<file path="src/rtl/tsg_seq_ctrl_pkg.sv">
// Shared TSG control definitions: controller state encoding and the
// helper that sizes the test-pattern index counter.
package tsg_seq_ctrl_pkg;

    typedef enum logic [2:0] {
        ST_IDLE      = 3'd0,
        ST_CLR       = 3'd1,
        ST_WAIT_SYND = 3'd2,
        ST_EMIT      = 3'd3,
        ST_DONE      = 3'd4
    } ctr_state_e;

    localparam int TP_NUM_DEFAULT = 4;

    // Smallest index width w with 2^w > num-1 (never below 1).
    function automatic int tp_cnt_w(input int num);
        int w;
        w = 1;
        while ((1 << w) < num) w++;
        return w;
    endfunction

endpackage

</file>
<file path="src/rtl/tsg_seq_ctrl.sv">
// Sequencing controller for the Chase test-syndrome generator: clears the TSG,
// loads the hard-decision syndromes, then steps through TEST_PAT_NUM patterns.
module tsg_seq_ctrl
    import tsg_seq_ctrl_pkg::*;
#(
    parameter int TEST_PAT_NUM = 4,
    parameter int CNT_W        = 3
) (
    input  logic             clk,
    input  logic             in_ctr_rst_n,
    input  logic             in_ctr_start,
    input  logic             in_ctr_abort,
    input  logic             in_ctr_synd_vld,
    output logic             out_ctr_synd_rdy,
    input  logic             in_ctr_dn_rdy,
    output logic             out_ctr_ts_vld,
    output logic [CNT_W-1:0] out_tp_idx,
    output logic             out_tsg_Srst,
    output logic             out_tsg_en,
    output logic             out_tsg_init,
    output logic             out_tsg_TSG_en,
    output logic             out_ctr_busy,
    output logic             out_ctr_done
);

    localparam logic [CNT_W-1:0] LAST_IDX = CNT_W'(TEST_PAT_NUM - 1);

    ctr_state_e       state_q;
    logic [CNT_W-1:0] tp_idx_q;
    logic             busy_q;
    logic             synd_rdy_q;
    logic             ts_vld_q;
    logic             srst_clr_q;
    logic             done_q;

    logic accept;
    logic xfer;
    logic last;

    // Abort overrides both handshakes so no strobe can fire in the abort cycle.
    assign accept = synd_rdy_q & in_ctr_synd_vld & ~in_ctr_abort;
    assign xfer   = ts_vld_q & in_ctr_dn_rdy & ~in_ctr_abort;
    assign last   = (tp_idx_q == LAST_IDX);

    assign out_ctr_synd_rdy = synd_rdy_q;
    assign out_ctr_ts_vld   = ts_vld_q;
    assign out_tp_idx       = tp_idx_q;
    assign out_ctr_busy     = busy_q;
    assign out_ctr_done     = done_q;
    assign out_tsg_Srst     = srst_clr_q | (in_ctr_abort & busy_q);
    assign out_tsg_init     = accept;
    assign out_tsg_TSG_en   = xfer & ~last;
    assign out_tsg_en       = accept | (xfer & ~last);

    always_ff @(posedge clk or negedge in_ctr_rst_n) begin
        if (!in_ctr_rst_n) begin
            state_q    <= ST_IDLE;
            tp_idx_q   <= '0;
            busy_q     <= 1'b0;
            synd_rdy_q <= 1'b0;
            ts_vld_q   <= 1'b0;
            srst_clr_q <= 1'b0;
            done_q     <= 1'b0;
        end else begin
            srst_clr_q <= 1'b0;
            done_q     <= 1'b0;
            if (busy_q && in_ctr_abort) begin
                state_q    <= ST_IDLE;
                busy_q     <= 1'b0;
                synd_rdy_q <= 1'b0;
                ts_vld_q   <= 1'b0;
            end else begin
                case (state_q)
                    ST_IDLE: begin
                        if (in_ctr_start) begin
                            state_q    <= ST_CLR;
                            busy_q     <= 1'b1;
                            srst_clr_q <= 1'b1;
                        end
                    end
                    ST_CLR: begin
                        state_q    <= ST_WAIT_SYND;
                        synd_rdy_q <= 1'b1;
                    end
                    ST_WAIT_SYND: begin
                        if (accept) begin
                            state_q    <= ST_EMIT;
                            synd_rdy_q <= 1'b0;
                            ts_vld_q   <= 1'b1;
                            tp_idx_q   <= '0;
                        end
                    end
                    ST_EMIT: begin
                        if (xfer) begin
                            if (last) begin
                                state_q  <= ST_DONE;
                                ts_vld_q <= 1'b0;
                                done_q   <= 1'b1;
                            end else begin
                                tp_idx_q <= tp_idx_q + CNT_W'(1);
                            end
                        end
                    end
                    ST_DONE: begin
                        state_q <= ST_IDLE;
                        busy_q  <= 1'b0;
                    end
                    default: begin
                        state_q    <= ST_IDLE;
                        busy_q     <= 1'b0;
                        synd_rdy_q <= 1'b0;
                        ts_vld_q   <= 1'b0;
                    end
                endcase
            end
        end
    end

endmodule

</file>
<file path="config.mk">
export PLATFORM = sky130hd
export DESIGN_NAME = tsg_seq_ctrl
export DESIGN_NICKNAME = d
export VERILOG_FILES = /design/src/rtl/tsg_seq_ctrl_pkg.sv /design/src/rtl/tsg_seq_ctrl.sv
export SDC_FILE = /design/constraint.sdc
export NUM_CORES = 1
export LEC_CHECK = 0
export ABC_AREA = 1
export CORE_MARGIN = 4
export CORE_UTILIZATION = 45
export DETAILED_ROUTE_END_ITERATION = 10
export PLACE_DENSITY = 0.76
export RECOVER_POWER = 50
export SYNTH_ARGS = -nofsm -noshare
export SYNTH_HDL_FRONTEND = slang
export SYNTH_SLANG_ARGS = --single-unit
</file>
<file path="constraint.sdc">
create_clock -name clk -period 1.8 [get_ports clk]
set_clock_uncertainty 0.1 [all_clocks]
set_input_delay 0.27 -clock clk [delete_from_list [all_inputs] [get_ports clk]]
set_output_delay 0.27 -clock clk [all_outputs]
set_load 0.005 [all_outputs]
</file>
==> summary.txt <==
antenna violations before repair: 0
combinational share of power: 0.039
worst path required time: 1.43 ns
leak pwr: 0.508 nW
Final Hold Fails: 0
part of the power in registers: 0.572
pin count of the biggest net entering global routing: 12
VDD IR max: 445 µV
All-Layer GR Usage: 0.181
worst slew pin tran: 0.547 ns
yosys warns: 0
crit path max fanout: 3
Tcrit/Tclk final: 0.969
clock tree buffer depth: 2
post-synthesis sequential area ratio: 0.440
Max-slew headroom: 0.634
critical path type: input pin to primary output
clk slew on worst S/H paths: 0.07 ns
CP endpoint kind: primary output
router iterations before antenna repair: 4
first-pass GRT wire length: 2630 µm
Min-Delay Path Class: input pin to async pin
Rows: 13
IO Pins: 17
proportion of layout cells with a drive suffix above 1: 0.316
EDFF count, synth: 0
clock root cell: clkbuf_4
Die W: 45.3 µm
commonest cells in the synthesized netlist: nand2_1 (22), dfrtp_1 (11), nor2_1 (10)
unrepaired setup endpoints after global routing: no
Clock Latency Late Sink: 0.27 ns
remaining global-route overflow: 0
Layout Nets: 123
footprint of the multi-input gates: 318 µm²
Num CTS Buffers: 3
Pins Over Slew Limit: 0
setup_tns: 0 ns
clock sink total: 11
Worst Path Arrival: 1.37 ns
post-DP HPWL: 1110 µm
Post-Syn Instances: 81
Critical Path Source: in_ctr_synd_vld
Psw: 90.8 µW
ys flop type: dfrtp_1
I/O Buffers: 16
# fillers: 120
final instance area: 928 µm²
htree depth: 1
GP Congestion: 0.848
most numerous cell in the Yosys netlist: nand2_1
fmax: 574 MHz
top post-synthesis cells by area: dfrtp_1 (44%), nand2_1 (13%), nand3_2 (6.4%), nor2_1 (6.0%), inv_1 (5.4%)
Worst R2R Setup Slack: 0.13 ns
DRC: 0
ant diodes: 0
Setup Viol. Count Final: 0
DR iter-0 viols: 33
DR vias: 658
syn nets: 89
average cell area after synthesis: 7.72 µm²
core box area: 1300 µm²
FF-to-FF Start: out_ctr_busy
die area: 2050 µm²
synthesis-stage register bit count: 11
outcome: completed
DP Cell Count: 119
Internal Power: 341 µW
final non-filler cell total: 129
Cell Area, Placed: 857 µm²
DR WL/cell: 12.2 µm
Synth top area share: 0.440
R2R Path End: state_q[0]
starting density of the core: 0.481
Clk pwr share: 0.389
area growth from synthesis to layout: 48.4%
Die Ht: 45.3 µm
Routed Antenna Nets: 0
Cell Pwr Density: 465 nW/µm²
Synth area leader: dfrtp_1
ys async rst share: 1.00
number of max-cap violations: 0
CTS tree: built
Routed Wire Length: 1580 µm
Net Sw Frac: 0.210
vias per cell: 5.10
final worst path period need: 1.74 ns
Sequential Area: 275 µm²
post-synth cell types: 16
Worst setup SP type: input pin
vias in the first global route: 608
Synth Cell Area: 626 µm²
Reg2Reg Depth: 11
==> flip-flops by register name, indices dropped and copies added, names as in the netlist <==
| register | count |
|---|---|
| out_ctr_ts_vld | 1 |
| state_q | 3 |
| out_ctr_busy | 1 |
| out_ctr_synd_rdy | 1 |
| out_ctr_done | 1 |
| out_tp_idx | 3 |
| srst_clr_q | 1 |
==> metrics by stage <==
step	worst slack (ns)	util	hold slack (ns)	total power, mW
finish	0.0565	0.713	0.319	0.432
CTS	0.00808	0.712	0.252	0.440
floorplan	0.419	-	-0.126	0.253
global placement	-0.102	0.659	0.380	0.269
detailed placement	-0.135	0.659	0.382	0.270
global route	0.00469	0.713	0.340	0.454
==> cell type report <==
class                   count  area share
flip-flops and latches     11       0.296
inverters                  12      0.0485
multi-input cells          58       0.342
well taps                  15      0.0202
clock buffers               4      0.0283
repair buffers             29       0.264
==> worst max path at each step <==
stage / to / slack, ns / depth (start not counted)
global placement: out_tsg_en / -0.10 / 6
global route: out_tsg_init / 0.005 / 4
CTS: out_tsg_en / 0.008 / 6
detailed placement: out_tsg_en / -0.14 / 6
finish: out_tsg_init / 0.06 / 4
floorplan: out_tp_idx[0] / 0.42 / 8
==> power by group through the flow <==
stage                     Clock [mW]  Combinational (mW)  Sequential [mW]
after global routing           0.189              0.0181            0.247
after detailed placement           0              0.0180            0.252
after floorplan                    0             0.00112            0.252
after global placement             0              0.0177            0.252
final                          0.168              0.0168            0.247
after CTS                      0.176              0.0173            0.247
==> layout by cell type (no fill, tap or decap), types with 2 or more instances in the layout <==
| master | netlist | routed |
|---|---|---|
| clkbuf_2 | 0 | 2 |
| ha_2 | 0 | 2 |
| nand4_1 | 4 | 4 |
| buf_4 | 0 | 12 |
| nand3_2 | 4 | 5 |
| nand2_1 | 22 | 21 |
| clkbuf_4 | 0 | 4 |
| dlygate4sd2_1 | 0 | 2 |
| inv_2 | 3 | 3 |
| inv_1 | 9 | 9 |
| nor2_2 | 3 | 3 |
| nand3b_1 | 2 | 2 |
| dlygate4sd3_1 | 0 | 5 |
| dfrtp_1 | 11 | 11 |
| o21ai_1 | 2 | 3 |
| nand2_2 | 4 | 5 |
| clkdlybuf4s50_1 | 0 | 7 |
| nor2_1 | 10 | 10 |
==> kinds of logic (layout without fill, tap and decap cells) <==
| kind of cell | Yosys count | in the layout | share of synthesized area |
|---|---|---|---|
| AO/OA/AOI/OAI | 4 | 4 | 0.0320 |
| adder cells (fa/ha/maj) | 2 | 2 | 0.0400 |
| buffers and inverters | 12 | 45 | 0.0720 |
| flip-flops | 11 | 11 | 0.440 |
| AND/OR/NAND/NOR | 52 | 52 | 0.416 |
==> routing by layer <==
layer  routed length, µm  share of wire  up-vias  global-route usage
li1                    -              -      321                   -
met1                 654           0.41      302               0.229
met2                 757           0.48       32               0.285
met3                 140          0.089        3              0.0438
met4                  26          0.016        0              0.0877
met5                   0              0        -                   0
==> worst max-delay path, cell delays in order <==
cell,delay (ns)
clkdlybuf4s50_1,0.48
nand3_2,0.08
inv_1,0.06
clkdlybuf4s50_1,0.49
==> timing repair <==
action                                  4_1_cts  5_1_grt
hold buffers                                  0        0
endpoints found under the setup margin        4        4
pin swaps                                     1        1
resized for setup                             9        4
hold endpoints to repair                      0        0
buffers inserted                              5        1
No activity file was read; power rests on OpenSTA's default activity.
